## config.mk

```make
export PLATFORM = sky130hd
export DESIGN_NAME = multi_score_tracker
export DESIGN_NICKNAME = d
export VERILOG_FILES = /design/src/rtl/multi_score_tracker.sv
export SDC_FILE = /design/constraint.sdc
export NUM_CORES = 1
export LEC_CHECK = 0
export ABC_AREA = 1
export CAP_MARGIN = 20
export CELL_PAD_IN_SITES_DETAIL_PLACEMENT = 2
export CELL_PAD_IN_SITES_GLOBAL_PLACEMENT = 2
export CORE_UTILIZATION = 32
export DETAILED_ROUTE_END_ITERATION = 8
export DONT_BUFFER_PORTS = 1
export GPL_TIMING_DRIVEN = 0
export PLACE_DENSITY_LB_ADDON = 0.1
export SYNTH_ARGS = -nofsm -noshare
export SYNTH_HDL_FRONTEND = slang
export SYNTH_SLANG_ARGS = --single-unit
```

## constraint.sdc

```tcl
create_clock -name clk -period 3.9 [get_ports clk]
set_clock_uncertainty 0.2 [all_clocks]
set_input_delay 0.195 -clock clk [delete_from_list [all_inputs] [get_ports clk]]
set_output_delay 0.195 -clock clk [all_outputs]
set_load 0.01 [all_outputs]
```

## src/rtl/multi_score_tracker.sv

```systemverilog
// ============================================================================
// multi_score_tracker
//   Per-player scores, a persistent owned high score and an IDLE/PLAY/OVER game FSM.
//   Rev 1.0 - initial release
// ============================================================================
`default_nettype none

module multi_score_tracker #(
    parameter int WIDTH     = 7,
    parameter int MAX_SCORE = 100,
    parameter int STEP      = 1,
    parameter int PLAYERS   = 2,
    localparam int IDW      = $clog2(PLAYERS)
) (
    input  logic                     clk,
    input  logic                     nRst,
    input  logic                     start,
    input  logic [PLAYERS-1:0]       goodColl,
    input  logic [PLAYERS-1:0]       badColl,
    output logic [PLAYERS*WIDTH-1:0] currScore,
    output logic [WIDTH-1:0]         highScore,
    output logic [IDW-1:0]           highOwner,
    output logic [1:0]               state,
    output logic                     gameOver,
    output logic                     won,
    output logic [IDW-1:0]           endPlayer,
    output logic                     newHigh
);

    localparam int SUMW = WIDTH + 1;

    typedef enum logic [1:0] {
        IDLE = 2'b00,
        PLAY = 2'b01,
        OVER = 2'b10
    } state_t;

    state_t           state_q, state_d;
    logic [WIDTH-1:0] score_q [PLAYERS];
    logic [WIDTH-1:0] score_d [PLAYERS];
    logic [WIDTH-1:0] high_q, high_d;
    logic [IDW-1:0]   owner_q, owner_d;
    logic [IDW-1:0]   end_q, end_d;
    logic             won_q, won_d;
    logic             game_over_q, game_over_d;
    logic             new_high_q, new_high_d;

    logic [SUMW-1:0]  sum;
    logic [WIDTH-1:0] max_v;
    logic [IDW-1:0]   max_id;
    logic [IDW-1:0]   bad_id;
    logic [IDW-1:0]   hit_id;
    logic             hit;

    always_comb begin
        state_d     = state_q;
        high_d      = high_q;
        owner_d     = owner_q;
        end_d       = end_q;
        won_d       = won_q;
        new_high_d  = 1'b0;
        sum         = '0;
        max_v       = '0;
        max_id      = '0;
        bad_id      = '0;
        hit_id      = '0;
        hit         = 1'b0;
        for (int i = 0; i < PLAYERS; i++) begin
            score_d[i] = score_q[i];
        end
        // Scanning downward leaves the lowest matching index as the winner.
        for (int i = PLAYERS - 1; i >= 0; i--) begin
            if (badColl[i]) begin
                bad_id = IDW'(i);
            end
        end

        case (state_q)
            IDLE, OVER: begin
                if (start) begin
                    state_d = PLAY;
                    won_d   = 1'b0;
                    end_d   = '0;
                    for (int i = 0; i < PLAYERS; i++) begin
                        score_d[i] = '0;
                    end
                end
            end
            PLAY: begin
                if (|badColl) begin
                    state_d = OVER;
                    won_d   = 1'b0;
                    end_d   = bad_id;
                end else begin
                    for (int i = 0; i < PLAYERS; i++) begin
                        if (goodColl[i]) begin
                            sum = {1'b0, score_q[i]} + SUMW'(STEP);
                            score_d[i] = (sum >= SUMW'(MAX_SCORE)) ? WIDTH'(MAX_SCORE)
                                                                   : sum[WIDTH-1:0];
                        end
                    end
                    for (int i = PLAYERS - 1; i >= 0; i--) begin
                        if (score_d[i] == WIDTH'(MAX_SCORE)) begin
                            hit    = 1'b1;
                            hit_id = IDW'(i);
                        end
                    end
                    if (hit) begin
                        state_d = OVER;
                        won_d   = 1'b1;
                        end_d   = hit_id;
                    end
                end
                for (int i = 0; i < PLAYERS; i++) begin
                    if (score_d[i] > max_v) begin
                        max_v = score_d[i];
                    end
                end
                for (int i = PLAYERS - 1; i >= 0; i--) begin
                    if (score_d[i] == max_v) begin
                        max_id = IDW'(i);
                    end
                end
                // Strictly greater: a tie keeps the earlier owner.
                if (max_v > high_q) begin
                    high_d     = max_v;
                    owner_d    = max_id;
                    new_high_d = 1'b1;
                end
            end
            default: state_d = IDLE;
        endcase

        game_over_d = (state_q == PLAY) && (state_d == OVER);
    end

    always_ff @(posedge clk or negedge nRst) begin
        if (!nRst) begin
            state_q     <= IDLE;
            high_q      <= '0;
            owner_q     <= '0;
            end_q       <= '0;
            won_q       <= 1'b0;
            game_over_q <= 1'b0;
            new_high_q  <= 1'b0;
            for (int i = 0; i < PLAYERS; i++) begin
                score_q[i] <= '0;
            end
        end else begin
            state_q     <= state_d;
            high_q      <= high_d;
            owner_q     <= owner_d;
            end_q       <= end_d;
            won_q       <= won_d;
            game_over_q <= game_over_d;
            new_high_q  <= new_high_d;
            for (int i = 0; i < PLAYERS; i++) begin
                score_q[i] <= score_d[i];
            end
        end
    end

    for (genvar g = 0; g < PLAYERS; g++) begin : g_score_out
        assign currScore[g*WIDTH +: WIDTH] = score_q[g];
    end

    assign highScore = high_q;
    assign highOwner = owner_q;
    assign state     = state_q;
    assign gameOver  = game_over_q;
    assign won       = won_q;
    assign endPlayer = end_q;
    assign newHigh   = new_high_q;

endmodule

`default_nettype wire

```

# --- Yosys cells after proc, flatten, opt, wreduce, memory -nomap -nowiden ---
# Cells that the tools add are included.
classes:
  addsub: 2
  order_cmp: 5
  eq_ne: 9
  muxes: 38
  reduce_logical: 8
op_table:
  columns: ["cell", "count"]
  rows:
  - ["$mux 7", 12]
  - ["$mux 14", 3]
  - ["$pmux 14 s2", 1]
  - ["$add 7x1->8 const B", 2]
  - ["$ge 8x7->1 const B", 2]
  - ["$mux 1", 16]
  - ["$eq 7x7->1", 2]
  - ["$eq 7x7->1 const B", 2]
  - ["$gt 7x7->1", 2]
  - ["$gt 7x1->1 const B", 1]
  - ["$mux 2", 3]
  - ["$eq 2x2->1 const B", 2]
  - ["$pmux 1 s2", 2]
  - ["$pmux 2 s2", 1]
  - ["$reduce_and 2->1", 2]
  - ["$reduce_or 2->1", 2]
  - ["$ne 3x3->1 const B", 1]
  - ["$reduce_and 3->1", 1]
  - ["$eq 2x1->1 const B", 1]
  - ["$logic_not 2->1", 1]
  - ["$ne 2x2->1 const B", 1]
  - ["$reduce_bool 2->1", 1]
  - ["$logic_and 1x1->1", 1]
totals:
  register_bits: 28
  in_bits: 7
  out_inout_bits: 28
  elab_cells: 71

# --- Longest topological paths before layout ---
# Gate-level depths: netlist (run 1).
depth:
  word_depth: 17
  mapped_depth: 37
  depth_no_buf: 35

# --- Least setup slack after synthesis (run 1) ---
# OpenSTA, ideal clock, no wires.
synth_path:
  path_type: "flip-flop to flip-flop"
  from: "register score_q, in the netlist currScore[8]"
  to: "register high_q[1] (netlist: highScore[1])"
  setup_ps: 132
  arrival_time_ps: 3991
  t_required_ps: 3568
  slack_ps: -423
  stages_incl_launch_ff: 30
  path_buffers: 2
  synth_period_minus_slack_ps: 4323
  cell_sequence: "dfrtp_1 > ha_1 > nand3_1 > nand2_1 > nand2_1 > nand3_1 > nand3_4 > nand4_1 > nand3_2 > nand2_2 > inv_1 > ha_1 > a21oi_1 > o21a_1 > nand2_2 > inv_2 > nor2_2 > buf_2 > nor2_1 > nor2_1 > inv_1 > ha_1 > nand2_1 > o21ai_0 > nand2_1 > o211ai_1 > nand3_1 > inv_1 > clkbuf_1 > o21ai_0"
synth_between:
  elab_chain_cells: 13
synth_lines:
  columns: ["element", "line", "text"]
  rows:
  - ["from (decl)", "39", "logic [WIDTH-1:0] score_q [PLAYERS];"]
  - ["from (signal, indexed assignment)", "158", "score_q[i] <= score_d[i];"]
  - ["$add 7x1->8", "97", "sum = {1'b0, score_q[i]} + SUMW'(STEP);"]
  - ["$ge 8x7->1", "98", "score_d[i] = (sum >= SUMW'(MAX_SCORE)) ? WIDTH'(MAX_SCORE)"]
  - ["$mux 7", "98", null]
  - ["$mux 7", "96", "if (goodColl[i]) begin"]
  - ["$mux 7", "90", "if (|badColl) begin"]
  - ["$mux 7", "78", "case (state_q)"]
  - ["$mux 14 (*)", "90", null]
  - ["$mux 14 (*)", "78", null]
  - ["$gt 7x7->1", "115", "if (score_d[i] > max_v) begin"]
  - ["$mux 7 (*)", "115", null]
  - ["$mux 7 (*)", "78", null]
  - ["$gt 7x7->1", "125", "if (max_v > high_q) begin"]
  - ["$reduce_and 2->1 (no line)", null, null]
  - ["to (signal assigned)", "151", "high_q <= high_d;"]
  - ["to (decl)", "41", "logic [WIDTH-1:0] high_q, high_d;"]
# Every way passes the cells marked *; elsewhere a longest branch is shown, timed or not. The select of a mux whose other input is x is not followed.
# A chain may end at the register's enable or synchronous reset.

# --- Worst setup path in the final report (run 1) ---
layout_path:
  from: "register score_q, in the netlist currScore[1]"
  to: "register owner_q (netlist: highOwner)"
layout_between:
  elab_chain_cells: 17
  elab_cells_between_ends: 20
  cone_classes: "add/sub (1); order compare (4); eq/ne (2); mux (12); reduce/logical (1)"
layout_lines:
  columns: ["element", "line", "text"]
  rows:
  - ["$add 7x1->8", "97", null]
  - ["$ge 8x7->1", "98", null]
  - ["$mux 7", "98", null]
  - ["$mux 7", "96", null]
  - ["$mux 7", "90", null]
  - ["$mux 7", "78", null]
  - ["$mux 14 (*)", "90", null]
  - ["$mux 14 (*)", "78", null]
  - ["parallel branches: the longest is 9 deep, another holds $gt 7x1->1", null, null]
  - ["to (signal assigned)", "152", "owner_q <= owner_d;"]
  - ["to (decl)", "42", "logic [IDW-1:0] owner_q, owner_d;"]
# Every way passes the cells marked *. The select of a mux whose other input is x is not followed.

==> results_dict.tcl, run 1 <==
set metrics [dict create \
    tritoncts "done" \
    drt_wl_total_um 14620 \
    hpwl_um 7395 \
    row_count 33 \
    viasPerCell 5.740 \
    syn-cell-area_um2 2689 \
    ys_seq_elements 28 \
    drc 0 \
    crit_fanout 7 \
    synth_compound_area_share_pct 11.49 \
    dr.first_iter.drc_count 199 \
    setup_viol_count_final 9 \
    slew_headroom_pct 56.44 \
    violations "setup timing" \
    postLayoutCellArea_um2 3890 \
    synth-simple-area-share_pct 43.83 \
    syn_inst 413 \
    ant_nets 0 \
    cp-startpoint "currScore[1]$_DFFE_PN0P_" \
    port_buffers 0 \
    hold_viol_final 0 \
    cap_violations 0 \
    wl_per_cell_um 25.03 \
    grt_max_degree 29 \
    dr.pass1.iters 4 \
    num_vias 3352 \
    timing.final.crit_period_ns 4.729 \
    clkTransAtPathRegs_ns 0.13 \
    finalCritPeriodShare_pct 121.3 \
    yosys.area.top_type_share_pct 26.06 \
    grt_first_pass_wirelength_um 19720 \
    synth.avg_cell_area_um2 6.510 \
    crit_arrival_ns 4.76 \
    area_delta_synth_final_pct 44.67 \
    power_density_nw_per_um2 615.7 \
    numCtsBuffers 3 \
    dpl_cell_area_um2 2924 \
    slew_violations 0 \
    die_x_um 93.67 \
    worstReg2RegStart "currScore[1]$_DFFE_PN0P_" \
    n_antenna_cell 0 \
    num_io_pins 35 \
    end_kind "register" \
    outcome "finished, violations left" \
    cp-start-kind "register" \
    dieArea_um2 8773 \
    drive_above_1_share_pct 39.46 \
    clkSinkCount 28 \
    synthAdderAreaFrac_pct 7.911 \
    synth_warnings 0 \
    gp_congestion 0.7904 \
    layout_setup_ws_ns -0.8289 \
    path_delay_family "simple AND/OR/NAND/NOR gates" \
    cts_buffer_depth 2 \
    min_path_type "in2reg" \
    required_ns 3.93 \
    antenna_found_initial 0 \
    synth.area.top_cells "dfrtp_1, nand2_1, nand3_1" \
    worst_pin_slew_ns 0.6510 \
    worstSetupPathType "reg2reg" \
    die_h_um 93.67 \
    synth.distinct_cells 35 \
    fmax_mhz 211.5 \
    core_region_area_um2 8175 \
    leakage_nw 1.921 \
    grt_usage_pct 29.88 \
    hp-start "goodColl[0]" \
    grt-ovfl-total 0 \
    synthArstFlopShare_pct 100.0 \
    slowest_stage "dfrtp_2" \
    synthXorXnorAreaFrac_pct 0.9772 \
    clock_latency_ns 0.31 \
    synth-seq-area-share_pct 26.06 \
    synthFlopType "dfrtp_1" \
    htree_levels 1 \
    synth_edf_count 0 \
    start_util_pct 32.89 \
    rsz0062_at_grt "true" \
    crit_top_cell "nand2_4" \
    synth_top_family_by_area "simple AND/OR/NAND/NOR gates" \
    layout.nets 504 \
    grt_pass1_vias 3563 \
    cp_num_buf_inv 4 \
    slowest_delay_ns 0.54 \
    yosysTopAreaCell "dfrtp_1" \
    pre_cts_ws_ns -1.041 \
    synth_nets 437 \
    max-vdd-ir-drop_uv 303.9 \
    cts_root_buffer "clkbuf_8" \
    synth.area.mux_share_pct 0 \
]
## path summary, 6_finish.rpt
kind / to / slack, ns / cells after the start
max reg2reg: highOwner$_DFFE_PN0P_ / -0.83 / 32
max: highOwner$_DFFE_PN0P_ / -0.83 / 32
min in group asynchronous: highScore[2]$_DFFE_PN0P_ / 0.14 / 2
max in group asynchronous: highScore[5]$_DFFE_PN0P_ / 3.16 / 2
min reg2reg: endPlayer$_DFFE_PN0P_ / 0.36 / 2
min: currScore[6]$_DFFE_PN0P_ / 0.08 / 4
## worst register-to-register path, delay by kind of cell (launching register included)
family | cells | cell delay (ns)
AND/OR/NAND/NOR | 22 | 2.15
adder cells (fa/ha/maj) | 3 | 0.82
flip-flops | 1 | 0.54
AO/OA/AOI/OAI | 3 | 0.47
buffers and inverters | 4 | 0.46
## power by group
part / internal [mW] / switching [mW]
registers: 0.367 / 0.135
clock network: 0.138 / 0.119
logic: 0.663 / 0.973
## stage by stage
| step | std cells | total power, mW | util, % | setup TNS [ns] | hold slack [ns] |
|---|---|---|---|---|---|
| after CTS | 567 | 2.038 | 44.02 | -3.814 | 0.1003 |
| after floorplan | 413 | 1.177 | - | -0.3663 | -0.3006 |
| after global routing | 584 | 2.501 | 47.58 | -8.445 | 0.1508 |
| final | 584 | 2.395 | 47.58 | -6.805 | 0.07962 |
| after detailed placement | 518 | 1.423 | 35.77 | -7.946 | -0.3001 |
| after global placement | 518 | 1.380 | 35.77 | -6.763 | -0.3001 |
## cells in the final DEF (no fill, tap or decap), types with 9 or more instances in the layout
master	n
buf_4	53
dfrtp_1	21
ha_1	10
inv_1	43
inv_2	9
nand2_1	116
nand2_2	23
nand2_4	12
nand3_1	32
nand3_2	18
nand4_1	11
nor2_1	14
o22ai_1	13
## registers in the layout, summed over array words and instances (netlist names)
signal and count:
currScore 14, endPlayer 1, gameOver 1, highOwner 1, highScore 7, newHigh 1
state 2, won 1
## cell families (layout without fill, tap and decap cells)
family,Yosys count,in the layout
buf+inv,65,131
fa+ha+maj,17,17
compound gates,49,49
flops,28,28
simple gates,251,251
xor+xnor,3,3
## per-layer routing
metal | share of wire [%] | vias up | wire length [µm] | GRT usage, %
met3 | 3.7 | 31 | 539 | 3.803
met1 | 42 | 1743 | 6121 | 36.23
met2 | 51 | 94 | 7420 | 53.55
li1 | - | 1484 | - | -
met4 | 3.7 | 0 | 536 | 11.15
met5 | 0 | - | 0 | 0
## cells in the mapped netlist, types with 2 or more instances
library cell	n
dfrtp_1	28
nor2_1	24
nand2_2	16
o21ai_0	13
inv_1	49
o21bai_1	3
ha_1	17
o21ai_2	3
nand4_1	11
buf_2	5
inv_2	4
clkbuf_1	3
nand3_2	8
nand3_1	46
xor2_1	2
nand2_1	135
a21oi_1	8
nor2_4	3
o22ai_1	13
a21boi_2	2
o21ai_1	4
nor3_1	2
nor2_2	2
## area by class of cell
class	instances	area (µm²)
fillers	917	4285
multi-input cells	320	2168
flip-flops and latches	28	709.4
repair buffers	62	515.5
inverters	54	205.2
well taps	105	131.4
plain buffers	11	88.84
clock buffers	3	41.29
clock inverters	1	30.03
## repair_timing
action,in CTS,in global routing
buffers inserted,41,18
hold endpoints to repair,31,0
hold buffers,4,0
gates resized for setup,69,33
setup endpoints to repair,9,9
cloned,1,0
pin swaps,41,45
Power figures use the tool's default switching activity.
==> inputs of run 2 (changes only) <==
Settings changed: CAP_MARGIN 20 to 5, CORE_UTILIZATION 32 to 38.
Clock period 3.9 ns to 5.7 ns, I/O delays scaled along.
==> run 2 against run 1 <==
  * The flow now finishes without violations
  * Total power shrank 53%
  * Via count down 16%
  * Register-to-register slack better by 1.4 ns
  * Worst hold slack gained 0.13 ns
  * Highest routed layer unchanged
  * Routed wire length fell by 36%
  * Maximum frequency shrank 8.3%
  * Combinational power decreased by 62%
  * Largest cell class unchanged
  * Cell count down 11%
  * Cell area decreased by 24%
==> results_dict.tcl, run 2 (same netlist as run 1, synthesis figures left out) <==
set metrics [dict create \
    timing.final.crit_period_ns 5.159 \
    grt_usage_pct 26.69 \
    rsz0062_at_grt "false" \
    crit_top_cell "nand2_1" \
    worst_pin_slew_ns 0.5305 \
    num_vias 2811 \
    viasPerCell 5.437 \
    pwr-share-comb_pct 55.1 \
    grt_max_degree 29 \
    die_x_um 86.12 \
    min_path_type "in2async" \
    htree_levels 1 \
    swShare_pct 51.63 \
    die_h_um 86.12 \
    final_common_cell "nand2_1" \
    slew_headroom_pct 64.63 \
    core_region_area_um2 6832 \
    drt_wl_total_um 9391 \
    grt_pass1_vias 3021 \
    leakage_nw 1.536 \
    grt-ovfl-total 0 \
    largest_reg_flops 14 \
    cts_root_buffer "clkbuf_8" \
    tns_ns 0 \
    power.total_mw 1.125 \
    required_ns 5.74 \
    start_util_pct 39.36 \
    max-vdd-ir-drop_uv 152.7 \
    power_density_nw_per_um2 381.4 \
    holdWs_ns 0.2071 \
    drc 0 \
    row_count 30 \
    worstSetupPathType "reg2reg" \
    clkPwrFrac_pct 15.6 \
    power.internal_uw 544.3 \
    layout_setup_ws_ns 0.5408 \
    pwr-share-seq_pct 29.3 \
    port_buffers 0 \
    finalCritPeriodShare_pct 90.51 \
    tritoncts "done" \
    postCtsSetupRepairBufs 0 \
    fill_cells 871 \
    dpl_cell_area_um2 2809 \
    crit_arrival_ns 5.20 \
    slowest_delay_ns 0.50 \
    fin_cells 517 \
    num_io_pins 35 \
    p_switching_uw 580.9 \
    hpwl_um 7341 \
    antenna_found_initial 0 \
    cts_buffer_depth 2 \
    n_antenna_cell 0 \
    ant_nets 0 \
    wl_per_cell_um 18.16 \
    utilization_pct 43.19 \
    hold_viol_final 0 \
    clkTransAtPathRegs_ns 0.13 \
    ff_latch_area_um2 703.2 \
    gp_congestion 0.8210 \
    outcome "finished, final reports clean" \
    numCtsBuffers 3 \
    clock_latency_ns 0.31 \
    grt_first_pass_wirelength_um 15250 \
    dr.pass1.iters 4 \
    drive_above_1_share_pct 13.78 \
    worstReg2RegStart "currScore[1]$_DFFE_PN0P_" \
    end_kind "register" \
    postLayoutCellArea_um2 2950 \
    slew_violations 0 \
    final_cell_mix "nand2_1, inv_1, nand3_1" \
    area_delta_synth_final_pct 9.725 \
    dp_cells 509 \
    cap_violations 0 \
    pre_cts_ws_ns 0.2334 \
    cp-startpoint "currScore[1]$_DFFE_PN0P_" \
    layout.nets 446 \
    dieArea_um2 7417 \
    cp-start-kind "register" \
    clkSinkCount 28 \
    slowest_stage "dfrtp_2" \
    crit_fanout 10 \
    setup_viol_count_final 0 \
    dr.first_iter.drc_count 56 \
    multi_input_area_um2 1743 \
    fmax_mhz 193.8 \
]
==> run 2: path summary, 6_finish.rpt <==
path	endpoint	slack, ns	depth (start not counted)
setup / recovery	highOwner$_DFFE_PN0P_	0.54	34
setup reg to reg	highOwner$_DFFE_PN0P_	0.54	34
hold / removal	currScore[11]$_DFFE_PN0P_	0.21	2
hold reg to reg	endPlayer$_DFFE_PN0P_	0.35	2
max in group asynchronous	currScore[1]$_DFFE_PN0P_	4.88	2
min in group clk	currScore[6]$_DFFE_PN0P_	0.21	4
==> run 2: metal layers <==
| layer | up-vias | global-route usage, % | routed length (µm) |
|---|---|---|---|
| met5 | - | 0 | 0 |
| met4 | 0 | 8.182 | 162 |
| met3 | 13 | 2.984 | 261 |
| met2 | 49 | 47.76 | 4735 |
| met1 | 1384 | 33.43 | 4232 |
| li1 | 1365 | - | - |
==> run 2: critical path, delay by kind of cell, from the launching register on <==
| family | cells | cell delay, ns |
|---|---|---|
| DFF | 1 | 0.50 |
| AOI/OAI and AO/OA | 4 | 0.66 |
| buffers and inverters | 4 | 0.53 |
| adders and majority gates | 3 | 0.92 |
| and+or+nand+nor | 23 | 2.29 |
==> run 2: repair_timing <==
item | 4_1_cts | 5_1_grt
endpoints found under the hold margin | 30 | 0
setup endpoints to repair | 0 | 7
gates resized for setup | 0 | 7
hold buffers | 4 | 0
==> run 2: power groups by stage <==
stage	clock (mW)	combinational [mW]	sequential [mW]
2_1_floorplan	0	0.438	0.317
3_3_place_gp	0	0.556	0.332
3_5_place_dp	0	0.591	0.335
4_1_cts	0.177	0.610	0.331
5_1_grt	0.181	0.701	0.338
6_report	0.176	0.620	0.330
==> run 2: layout make-up <==
type                            instances  share of cell area, %
Buffer                                 11                  2.036
Clock inverter                          1                  1.018
Inverter                               54                  6.870
Multi-Input combinational cell        320                  59.08
Tap cell                               96                  4.071
Timing Repair Buffer                    4                  1.696
Sequential cell                        28                  23.83
Clock buffer                            3                  1.399
==> inputs of run 3 (changes only) <==
Settings changed: CORE_ASPECT_RATIO set to 1.25.
==> run 3 against run 2 <==
  * Sequential cell count unchanged
  * Maximum frequency is 1.9% lower
  * Register-to-register slack got worse by 0.10 ns
  * Core utilization is 0.77 points higher
  * Die area barely moved
  * Count of clock-buffer cells in the layout is the same
  * Worst hold slack improved by 0.046 ns
  * Total power increased by 0.71%
  * Largest cell class unchanged
==> results_dict.tcl, run 3 (same netlist as run 1, synthesis figures left out) <==
set metrics [dict create \
    slowest_delay_ns 0.50 \
    p_switching_uw 586.6 \
    outcome "finished, final reports clean" \
    worstSetupPathType "reg2reg" \
    final_cell_mix "nand2_1, inv_1, nand3_1" \
    grt_pass1_vias 3183 \
    cts_buffer_depth 2 \
    hpwl_um 7584 \
    clkTransAtPathRegs_ns 0.11 \
    dieArea_um2 7418 \
    finalCritPeriodShare_pct 92.26 \
    largest_reg_flops 14 \
    crit_fanout 10 \
    num_vias 2819 \
    min_path_type "in2async" \
    tritoncts "done" \
    wl_met1_um 4150 \
    crit_top_cell "nand2_1" \
    cts_root_buffer "clkbuf_8" \
    setup_viol_count_final 0 \
    drive_above_1_share_pct 14.01 \
    ant_nets 0 \
    reg2reg_depth 32 \
    antenna_found_initial 0 \
    rsz0062_at_grt "false" \
    num_io_pins 35 \
    worstReg2RegStart "currScore[1]$_DFFE_PN0P_" \
    worst_pin_slew_ns 0.5648 \
    die_x_um 77.24 \
    n_antenna_cell 0 \
    clock_latency_ns 0.29 \
    crit_arrival_ns 5.30 \
    postLayoutCellArea_um2 2940 \
    start_util_pct 40.20 \
    max-vdd-ir-drop_uv 204.9 \
    swShare_pct 51.76 \
    port_buffers 0 \
    grt-ovfl-total 0 \
    met2WireLength_um 5120 \
    final_common_cell "nand2_1" \
    numCtsBuffers 3 \
    wl_per_cell_um 19.23 \
    drc 0 \
    met3_length_um 153 \
    r2r_end "highOwner$_DFFE_PN0P_" \
    cp-start-kind "register" \
    end_kind "register" \
    required_ns 5.74 \
    grt_max_degree 29 \
    row_count 33 \
    postCtsSetupRepairBufs 0 \
    pwr-share-seq_pct 29.3 \
    dp_cells 500 \
    layout.nets 446 \
    die_h_um 96.05 \
    leakage_nw 1.531 \
    fin_cells 508 \
    dr.first_iter.drc_count 74 \
    pwr-share-comb_pct 55.9 \
    slew_violations 0 \
    dpl_cell_area_um2 2798 \
    viasPerCell 5.549 \
    cap_violations 0 \
    power.total_mw 1.133 \
    slowest_stage "dfrtp_2" \
    hold_viol_final 0 \
    fmax_mhz 190.2 \
    fill_cells 808 \
    utilization_pct 43.96 \
    power_density_nw_per_um2 385.4 \
    timing.final.crit_period_ns 5.259 \
    grt_first_pass_wirelength_um 16020 \
    clkSinkCount 28 \
    dr.pass1.iters 4 \
    slew_headroom_pct 62.30 \
    gp_congestion 0.8464 \
    tns_ns 0 \
    rrSetupSlack_ns 0.44 \
    clkPwrFrac_pct 14.8 \
    grt_usage_pct 28.04 \
    highest_layer "met4" \
    htree_levels 1 \
    drt_wl_total_um 9769 \
    area_delta_synth_final_pct 9.353 \
    power.internal_uw 546.6 \
    core_region_area_um2 6689 \
]
## run 3: changes by cell type in the layout (fill, tap and decap cells not counted)
cell and delta:
ha_2 +1, dfrtp_2 +1, nand3_1 +1, clkbuf_4 +1
nand3_2 -1, dfrtp_1 -1, ha_1 -1, buf_2 -1
## run 3: final cells by class
| type | instances | area, µm² | area share [%] |
|---|---|---|---|
| multi-input cells | 320 | 1740 | 59.19 |
| flip-flops and latches | 28 | 704.4 | 23.96 |
| inverters | 54 | 202.7 | 6.894 |
| well taps | 87 | 108.9 | 3.702 |
| plain buffers | 11 | 62.56 | 2.128 |
| repair buffers | 4 | 50.05 | 1.702 |
| clock buffers | 3 | 41.29 | 1.404 |
| clock inverters | 1 | 30.03 | 1.021 |
## run 3: stage by stage
stage                     hold WS (ns)  worst slack [ns]
after global placement         -0.2100            0.4377
after CTS                       0.2375            0.1820
after detailed placement       -0.2098            0.1930
after floorplan                -0.2106             1.377
final                           0.2536            0.4412
after global routing            0.2737          0.003749
## run 3: routing by layer
| layer | vias up | GRT usage [%] |
|---|---|---|
| met4 | 0 | 12.58 |
| met5 | - | 0 |
| met3 | 21 | 2.180 |
| met2 | 49 | 53.91 |
| met1 | 1381 | 31.52 |
| li1 | 1368 | - |
## run 3: worst max-delay path: cells and delay by family (launching register included)
kind                       cells  cell delay (ns)
adders and majority gates      3             0.90
buffers and inverters          4             0.61
and+or+nand+nor               22             2.59
AOI/OAI and AO/OA              3             0.42
DFF                            1             0.50
## run 3: worst max path at each step
stage	start	endpoint	slack, ns	cells past startpoint
floorplan	currScore[8]$_DFFE_PN0P_	highScore[1]$_DFFE_PN0P_	1.38	29
global placement	currScore[1]$_DFFE_PN0P_	highScore[4]$_DFFE_PN0P_	0.44	30
detailed placement	currScore[1]$_DFFE_PN0P_	highScore[5]$_DFFE_PN0P_	0.19	30
CTS	currScore[1]$_DFFE_PN0P_	highScore[5]$_DFFE_PN0P_	0.18	30
global route	currScore[1]$_DFFE_PN0P_	highOwner$_DFFE_PN0P_	0.004	32
finish	currScore[1]$_DFFE_PN0P_	highOwner$_DFFE_PN0P_	0.44	32
## run 3: what timing repair did
action | in CTS | in global routing
hold buffers | 4 | 0
endpoints found under the hold margin | 30 | 0
gates resized for setup | 0 | 9
endpoints found under the setup margin | 0 | 7
## run 3: power groups by stage
stage               Combinational [mW]  Sequential [mW]  Clock [mW]
finish                           0.634            0.332       0.167
global route                     0.705            0.340       0.176
CTS                              0.619            0.333       0.170
detailed placement               0.600            0.337           0
global placement                 0.558            0.333           0
floorplan                        0.438            0.317           0
